<file path="config.mk">
export PLATFORM = sky130hd
export DESIGN_NAME = scroll_field
export DESIGN_NICKNAME = d
export VERILOG_FILES = /design/src/rtl/scroll_field_pkg.sv /design/src/rtl/field_read_port.sv /design/src/rtl/scroll_field.sv
export SDC_FILE = /design/constraint.sdc
export NUM_CORES = 1
export LEC_CHECK = 0
export ABC_AREA = 1
export CORE_MARGIN = 5
export CORE_UTILIZATION = 60
export CTS_CLUSTER_DIAMETER = 120
export DETAILED_ROUTE_END_ITERATION = 12
export PLACE_DENSITY = 0.81
export SYNTH_ARGS = -nofsm -noshare
export SYNTH_HDL_FRONTEND = slang
export SYNTH_SLANG_ARGS = --single-unit
</file>
<file path="constraint.sdc">
create_clock -name clock -period 2.85 [get_ports clock]
set_clock_uncertainty 0.1 [all_clocks]
set_input_delay 0.57 -clock clock [delete_from_list [all_inputs] [get_ports clock]]
set_output_delay 0.57 -clock clock [all_outputs]
set_load 0.05 [all_outputs]
</file>
<file path="src/rtl/scroll_field_pkg.sv">
// Shared types and helpers for the scroll_field playfield family.
// Field storage is column-major; idx() maps (column, vertical index) to a flat bit.
package scroll_field_pkg;

    typedef enum logic {
        ST_RUN  = 1'b0,
        ST_OVER = 1'b1
    } state_e;

    localparam logic SPAWN_CLEAR = 1'b0;

    function automatic int unsigned idx(input int unsigned col, input int unsigned i,
                                        input int unsigned h);
        return col * h + i;
    endfunction

endpackage

</file>
<file path="src/rtl/field_read_port.sv">
// Registered single-pixel read of a column-major field, with bounds check and
// player overlay on the bottom visible row.
module field_read_port
    import scroll_field_pkg::*;
#(
    parameter int unsigned COLS       = 16,
    parameter int unsigned ROWS       = 32,
    parameter int unsigned SPAWN_ROWS = 16
) (
    input  logic                                  i_clock,
    input  logic                                  i_resetn,
    input  logic [COLS*(SPAWN_ROWS+ROWS)-1:0]     i_field,
    input  logic [COLS-1:0]                       i_player_mask,
    input  logic [$clog2(COLS)-1:0]               i_rd_col,
    input  logic [$clog2(ROWS)-1:0]               i_rd_row,
    output logic                                  o_rd_pixel,
    output logic                                  o_rd_player
);

    localparam int unsigned H  = SPAWN_ROWS + ROWS;
    localparam int unsigned FW = COLS * H;
    localparam int unsigned CW = $clog2(COLS);
    localparam int unsigned RW = $clog2(ROWS);
    localparam int unsigned IW = $clog2(FW);

    logic [CW:0]   w_col_ext;
    logic [RW:0]   w_row_ext;
    logic          w_in_range;
    logic          w_bottom_row;
    logic [IW-1:0] w_idx;

    // One extra bit so non-power-of-two dimensions can be range-checked.
    assign w_col_ext    = {1'b0, i_rd_col};
    assign w_row_ext    = {1'b0, i_rd_row};
    assign w_in_range   = (w_col_ext < (CW+1)'(COLS)) && (w_row_ext < (RW+1)'(ROWS));
    assign w_bottom_row = (w_row_ext == (RW+1)'(ROWS - 1));
    assign w_idx        = IW'(idx(32'(i_rd_col), SPAWN_ROWS + 32'(i_rd_row), H));

    always_ff @(posedge i_clock or negedge i_resetn) begin
        if (!i_resetn) begin
            o_rd_pixel  <= 1'b0;
            o_rd_player <= 1'b0;
        end else begin
            o_rd_pixel  <= w_in_range & i_field[w_idx];
            o_rd_player <= w_in_range & w_bottom_row & i_player_mask[i_rd_col];
        end
    end

endmodule

</file>
<file path="src/rtl/scroll_field.sv">
// Falling-object playfield: hidden spawn buffer above a visible bitmap, shifted
// down one row per tick, with player collision detection and a cleared-row score.
module scroll_field
    import scroll_field_pkg::*;
#(
    parameter int unsigned COLS       = 16,
    parameter int unsigned ROWS       = 32,
    parameter int unsigned SPAWN_ROWS = 16,
    parameter int unsigned SCORE_W    = 8
) (
    input  logic                         clock,
    input  logic                         resetn,
    input  logic                         enable,
    input  logic                         tick,
    input  logic                         restart,
    input  logic                         spawn_valid,
    output logic                         spawn_ready,
    input  logic [COLS*SPAWN_ROWS-1:0]   spawn_data,
    input  logic [COLS-1:0]              player_mask,
    input  logic [$clog2(COLS)-1:0]      rd_col,
    input  logic [$clog2(ROWS)-1:0]      rd_row,
    output logic                         rd_pixel,
    output logic                         rd_player,
    output logic                         hit,
    output logic                         game_over,
    output logic [SCORE_W-1:0]           score
);

    localparam int unsigned H     = SPAWN_ROWS + ROWS;
    localparam int unsigned FW    = COLS * H;
    localparam int unsigned CNT_W = $clog2(SPAWN_ROWS + 1);

    state_e             r_state, w_state_nxt;
    logic [FW-1:0]      r_field, w_field_nxt;
    logic [CNT_W-1:0]   r_cnt, w_cnt_nxt;
    logic [SCORE_W-1:0] r_score, w_score_nxt;
    logic               r_hit, w_hit_nxt;
    logic               r_game_over;

    logic [COLS-1:0]    w_bottom;
    logic [FW-1:0]      w_shift;
    logic [FW-1:0]      w_base;
    logic [FW-1:0]      w_loaded;
    logic               w_run, w_tick, w_accept, w_collide, w_do_shift;

    // Per-column views: discarded bottom bit, shifted column, and buffer load.
    for (genvar c = 0; c < COLS; c++) begin : g_col
        assign w_bottom[c] = r_field[idx(c, H - 1, H)];
        assign w_shift[idx(c, 0, H) +: H] = {r_field[idx(c, 0, H) +: H - 1], 1'b0};
        assign w_loaded[idx(c, 0, H) +: H] = {w_base[idx(c, SPAWN_ROWS, H) +: ROWS],
                                               spawn_data[c*SPAWN_ROWS +: SPAWN_ROWS]};
    end

    assign w_run       = enable & (r_state == ST_RUN);
    assign spawn_ready = w_run & (r_cnt == CNT_W'(SPAWN_ROWS));
    assign w_accept    = spawn_valid & spawn_ready;
    assign w_tick      = w_run & tick;
    assign w_collide   = |(w_bottom & player_mask);
    assign w_do_shift  = w_tick & ~w_collide;
    assign w_base      = w_do_shift ? w_shift : r_field;

    always_ff @(posedge clock or negedge resetn) begin
        if (!resetn) begin
            r_state     <= ST_RUN;
            r_field     <= {FW{SPAWN_CLEAR}};
            r_cnt       <= CNT_W'(SPAWN_ROWS);
            r_score     <= '0;
            r_hit       <= 1'b0;
            r_game_over <= 1'b0;
        end else begin
            r_state     <= w_state_nxt;
            r_field     <= w_field_nxt;
            r_cnt       <= w_cnt_nxt;
            r_score     <= w_score_nxt;
            r_hit       <= w_hit_nxt;
            r_game_over <= (w_state_nxt == ST_OVER);
        end
    end

    // Next state: restart dominates; shift is applied before a same-cycle buffer load.
    always_comb begin
        w_state_nxt = r_state;
        w_field_nxt = r_field;
        w_cnt_nxt   = r_cnt;
        w_score_nxt = r_score;
        w_hit_nxt   = 1'b0;
        if (restart) begin
            w_state_nxt = ST_RUN;
            w_field_nxt = {FW{SPAWN_CLEAR}};
            w_cnt_nxt   = CNT_W'(SPAWN_ROWS);
            w_score_nxt = '0;
        end else begin
            if (w_tick) begin
                if (w_collide) begin
                    w_state_nxt = ST_OVER;
                    w_hit_nxt   = 1'b1;
                end else begin
                    w_field_nxt = w_shift;
                    if (r_cnt != CNT_W'(SPAWN_ROWS)) begin
                        w_cnt_nxt = r_cnt + CNT_W'(1);
                    end
                    if ((|w_bottom) && (r_score != {SCORE_W{1'b1}})) begin
                        w_score_nxt = r_score + SCORE_W'(1);
                    end
                end
            end
            if (w_accept) begin
                w_field_nxt = w_loaded;
                w_cnt_nxt   = '0;
            end
        end
    end

    field_read_port #(
        .COLS       (COLS),
        .ROWS       (ROWS),
        .SPAWN_ROWS (SPAWN_ROWS)
    ) u_read_port (
        .i_clock       (clock),
        .i_resetn      (resetn),
        .i_field       (r_field),
        .i_player_mask (player_mask),
        .i_rd_col      (rd_col),
        .i_rd_row      (rd_row),
        .o_rd_pixel    (rd_pixel),
        .o_rd_player   (rd_player)
    );

    assign hit       = r_hit;
    assign game_over = r_game_over;
    assign score     = r_score;

endmodule

</file>
# Yosys cells after proc, flatten, opt, wreduce, memory -nomap -nowiden
# Index checks and enable logic that the tools add are counted.
dict set report op_classes {
  addsub 4
  n_mul 1
  n_lt_le_gt_ge 4
  eq_ne 7
  muxes 24
  bitwise_logic 11
  reduce_logical 14
}
# cell n
set ops {}
lappend ops {{768-bit 2-to-1 mux} 5}
lappend ops {{8-bit 2-to-1 mux} 4}
lappend ops {{16-bit OR reduction} 2}
lappend ops {{5-bit 2-to-1 mux} 5}
lappend ops {{16-bit AND} 1}
lappend ops {{10-bit by 11-bit < comparator with 1-bit output (second input constant)} 1}
lappend ops {{10-bit adder} 1}
lappend ops {{1-bit binary-select mux with 10-bit select} 1}
lappend ops {{5-bit equality test (second input constant)} 2}
lappend ops {{4-bit by 5-bit < comparator with 1-bit output (second input constant)} 2}
lappend ops {{3-bit AND reduction} 3}
lappend ops {{8-bit by 1-bit adder with 8-bit output (second input constant)} 1}
lappend ops {{1-bit AND} 8}
lappend ops {{1-bit 2-to-1 mux} 8}
lappend ops {{8-bit inequality test (second input constant)} 1}
lappend ops {{5-bit by 5-bit adder with 6-bit output (first input constant)} 1}
lappend ops {{5-bit by 6-bit < comparator with 1-bit output (second input constant)} 1}
lappend ops {{4-bit by 2-bit multiplier with 6-bit output (second input constant)} 1}
lappend ops {{2-bit nonzero test} 3}
lappend ops {{3-bit nonzero test} 2}
lappend ops {{5-bit by 1-bit adder with 5-bit output (second input constant)} 1}
lappend ops {{5-bit inequality test (second input constant)} 1}
lappend ops {{1-bit binary-select mux with 4-bit select} 1}
lappend ops {{2-bit AND reduction} 2}
lappend ops {{other kinds (5)} 7}
dict set report totals {
  reg_bits 785
  input_bits 287
  out_inout_bits 13
  word_cells 73
}

# Depth between registers and ports, before layout
dict set report logic_depth {
  ltp_word 7
  mapped_depth 17
  depth_no_buf 15
}

# Cells and area by module
# A second synthesis with hierarchy kept.
dict set report hier_totals {
  cells_unflattened 6149
  area_unflattened_um2 43509.2
}
# mod instances cells_each area_per_inst_um2 seq_area_each_um2
set modules_own_cells {}
lappend modules_own_cells {scroll_field 1 4369 35485.3 19595.0}
lappend modules_own_cells {field_read_port 1 1780 8023.9 50.0}

# Least setup slack after synthesis
# No wires, ideal clock.
dict set report synth_timing {
  path_kind {flip-flop to flip-flop}
  start {register, netlist name game_over}
  end {register r_field[588]}
  setup_ps 131
  t_arrival_ps 2172
  t_required_ps 2619
  path_slack_ps 448
  path_stages_with_launch 13
  path_buffers 2
  period_less_slack_ps 2402
  path_cell_list {dfrtp_1 inv_1 nand2_1 nor2_2 nand2_2 inv_2 nor2_4 inv_2 buf_2 buf_2 o21ai_0 nand2_1 o21ai_0}
}
# element line
set synth_rtl {}
lappend synth_rtl {{to (signal assigned)} scroll_field.sv:65} ;# r_field <= {FW{SPAWN_CLEAR}};
lappend synth_rtl {{to (signal assigned)} scroll_field.sv:72} ;# r_field <= w_field_nxt;
lappend synth_rtl {{to (decl)} scroll_field.sv:34} ;# logic [FW-1:0] r_field, w_field_nxt;

# Final worst setup path
dict set report layout_timing {
  start {register r_score[5], in the netlist score[5]}
  end {output score[5]}
}
# element line
set layout_rtl {}
lappend layout_rtl {{from (decl)} scroll_field.sv:36} ;# logic [SCORE_W-1:0] r_score, w_score_nxt;
lappend layout_rtl {{from (signal assigned)} scroll_field.sv:74} ;# r_score <= w_score_nxt;
lappend layout_rtl {{to (decl)} scroll_field.sv:26} ;# output logic [SCORE_W-1:0] score
# No word-level cell between the ends.

==> metrics.log <==
[metrics] number of cell rows: 94
[metrics] synthesized area divided by synthesized cell count: 7.947 µm²
[metrics] most common cell after layout, fill and taps aside: sky130_fd_sc_hd__nand2_1
[metrics] upper clock frequency limit: around 390 MHz
[metrics] kind of cell adding the most delay to the critical path: buffers and inverters
[metrics] total buffers and inverters traversed by the critical path: 1
[metrics] clk sinks: 785
[metrics] Top Ports: 300
[metrics] via count: 37390
[metrics] Crit path largest cell delay: 850 ps
[metrics] worst-case headroom to the max-slew limit: roughly 56%
[metrics] Max Root-Sink Buffers: 3
[metrics] kind of critical path: reg2out
[metrics] Skew-Pair Late Insertion Delay: 640 ps
[metrics] Die Footprint: 72270 µm²
[metrics] worst min-delay path category: in2async
[metrics] width of the chip: 268.8 µm
[metrics] measured slew at the worst slew-check pin: 664.6 ps
[metrics] EDFF count, synth: 0
[metrics] dominant cells by area after synthesis: sky130_fd_sc_hd__dfrtp_1, sky130_fd_sc_hd__nand2_1, sky130_fd_sc_hd__o22ai_1
[metrics] origin of the critical flop-to-flop path: r_field[527]$_DFFE_PN0P_
[metrics] area share of the largest cell type after synthesis: about half
[metrics] maximum ir drop on the vdd rail: 0.0005606 V
[metrics] count of non-filler cells in the finished layout: 6222
[metrics] result of the run: complete, no violations
[metrics] hold violation count in the final report: 0
[metrics] remaining global-route overflow: 0
[metrics] port bufs: 299
[metrics] total CTS buffers: just over 80
[metrics] critical-path maximum fanout: 6
[metrics] area grow syn2layout: 19.11%
[metrics] initial antenna violation count: 6
[metrics] register clock-pin slew on the reported worst setup and hold paths: around 60 ps
[metrics] post-layout minimum cycle time: around 2600 ps
[metrics] post-detail-place hpwl: 78680 µm
[metrics] detailed router's first-iteration violation count: 4163
[metrics] power per cell area: 580.1 nW/µm²
[metrics] Worst setup startpoint: score[5]$_DFFE_PN0P_
[metrics] 1st-pass router iterations: 7
[metrics] library cells used by synthesis: 39
[metrics] CTS tree: done
[metrics] count of max-cap constraint violations: 0
[metrics] RSZ-0062 raised after global routing: false
[metrics] yosys synthesis warning count: 0
[metrics] Final Max Tran Viols: 0
[metrics] Final Total Pwr: approximately 28 mW
[metrics] cells along the critical path: clkdlybuf4s50_1
[metrics] Crit. End Element: output pin
[metrics] number of register bits inferred by synthesis: 785
[metrics] number of gates resized after cts: 0
[metrics] die span in y: approximately 270 µm
[metrics] fraction of final layout cells with drive strength greater than 1: under 10%
[metrics] Initial Utilization: 60.81%
[metrics] critical path data arrival time: 1930 ps
[metrics] final worst-path cycle share: 91.14%
[metrics] routed wire length per instance: about 19 µm
[metrics] remaining routing DRC violations: 0
[metrics] Layout Nets: 5589
[metrics] startpoint type of the worst setup path: flop
[metrics] total track usage: 32.40%
[metrics] number of global-route vias before repair: roughly 36000
[metrics] cell at the slowest stage of the critical path: sky130_fd_sc_hd__clkdlybuf4s50_1
[metrics] Inst Count DP: 6068
[metrics] library cell occupying the most area in the post-synthesis netlist: sky130_fd_sc_hd__dfrtp_1
[metrics] Synthesized Nets: 5357
[metrics] antenna-violating nets left: 0
[metrics] required time at the endpoint of the critical path: 2180 ps
[metrics] wirelength, routed: 118900 µm
[metrics] static leakage: 20.68 nW
[metrics] depth of the CTS H-tree: 3
[metrics] commonest non-fill, non-tap cells in the layout: sky130_fd_sc_hd__nand2_1, sky130_fd_sc_hd__inv_1, sky130_fd_sc_hd__dfrtp_1, sky130_fd_sc_hd__nand3_1, sky130_fd_sc_hd__o22ai_1
[metrics] most common flop cell mapped by yosys: sky130_fd_sc_hd__dfrtp_1
[metrics] pin count of the biggest net entering global routing: 105
[metrics] Gate Count Post-Synth: 5058
[metrics] first-pass GRT wire length: 190000 µm
[metrics] detail-routed via count per cell: 6.010
[metrics] total of endpoints with negative setup slack in the final report: 0
[metrics] core area: 66100 µm²
[metrics] portion of the post-synthesis area used by sequential elements: about half
[metrics] CTS root buf: sky130_fd_sc_hd__clkbuf_16
[metrics] global placement routability congestion: 0.9012
[metrics] Post-Syn Area: about 40000 µm²
[metrics] async set or reset register ratio after synthesis: 100.0%
[per-stage QoR]
stage	hold WS (ps)	worst slack [ps]	TNS (ps)	area [µm²]	utilization, %
2_1_floorplan	174.4	447.7	0	40190	-
3_3_place_gp	376.3	-318.6	-23900	44980	68.06
3_5_place_dp	372.5	-293.0	-35430	44980	68.06
4_1_cts	306.4	236.6	0	47870	72.42
5_1_grt	326.6	191.3	0	47880	72.43
6_report	317.1	252.6	0	47880	72.43
[per-layer routing]
layer / part of all wire, % / wire length [µm] / up-vias / track usage, %
li1: - / - / 17370 / -
met1: 39 / 46290 / 17840 / 42.70
met2: 48 / 56790 / 1792 / 53.21
met3: 8.0 / 9492 / 384 / 5.046
met4: 5.3 / 6276 / 2 / 15.40
met5: 0.015 / 18 / - / 0
[registers in the layout (all words and copies together) (netlist names)]
name / flops
u_read_port.o_rd_player: 1
game_over: 1
hit: 1
r_field: 768
score: 8
u_read_port.o_rd_pixel: 1
r_cnt: 5
[logic make-up after synthesis]
| kind of cell | synth area share (%) |
|---|---|
| muxes | 0.07471 |
| buffers and inverters | 13.28 |
| AOI/OAI and AO/OA | 20.43 |
| and+or+nand+nor | 16.74 |
| DFF | 48.87 |
| xor gates and xnor gates | 0.1961 |
| adders and majority gates | 0.4109 |
[worst paths after layout]
check	endpoint	slack, ps	cells past startpoint
setup / recovery	score[5]	250	1
hold / removal	r_field[390]$_DFFE_PN0P_	320	2
setup reg to reg	r_field[7]$_DFFE_PN0P_	360	10
hold reg to reg	r_cnt[4]$_DFFE_PN1P_	410	2
max in group asynchronous	r_field[422]$_DFFE_PN0P_	1330	3
min in group clock	r_cnt[4]$_DFFE_PN1P_	410	2
[cell usage after synthesis (5+ instances only)]
library cell               number
sky130_fd_sc_hd__dfrtp_1      784
sky130_fd_sc_hd__nand4_1        8
sky130_fd_sc_hd__o21ai_1      188
sky130_fd_sc_hd__o211ai_2       8
sky130_fd_sc_hd__buf_1         11
sky130_fd_sc_hd__buf_6         31
sky130_fd_sc_hd__clkbuf_1      70
sky130_fd_sc_hd__o22ai_1      516
sky130_fd_sc_hd__inv_2         11
sky130_fd_sc_hd__o21ai_0      510
sky130_fd_sc_hd__inv_1        812
sky130_fd_sc_hd__nand3_1      601
sky130_fd_sc_hd__nand2_1      865
sky130_fd_sc_hd__xor2_1         5
sky130_fd_sc_hd__buf_4         47
sky130_fd_sc_hd__buf_2        243
sky130_fd_sc_hd__nor3_1         5
sky130_fd_sc_hd__o211ai_1      77
sky130_fd_sc_hd__ha_1          10
sky130_fd_sc_hd__a21oi_1      144
sky130_fd_sc_hd__nor2_1        79
[power by group]
part | switching [mW] | internal (mW)
sequential | 0.177 | 11.6
clock | 4.56 | 6.87
combinational | 2.94 | 1.68
total | 7.67 | 20.1
[timing repair]
item                                   CTS  global route
buffers inserted                         0             0
hold buffers                             1             0
endpoints found under the hold margin   20             0
[cell type report]
type	count	area [µm²]
fillers	4890	18220
clock inverters	32	474.2
inverters	824	3123
repair buffers	550	5909
multi-input cells	3046	15240
diodes	4	10.01
clock buffers	117	2397
well taps	864	1081
flip-flops and latches	785	19650
No activity file was read; power rests on OpenSTA's default activity.
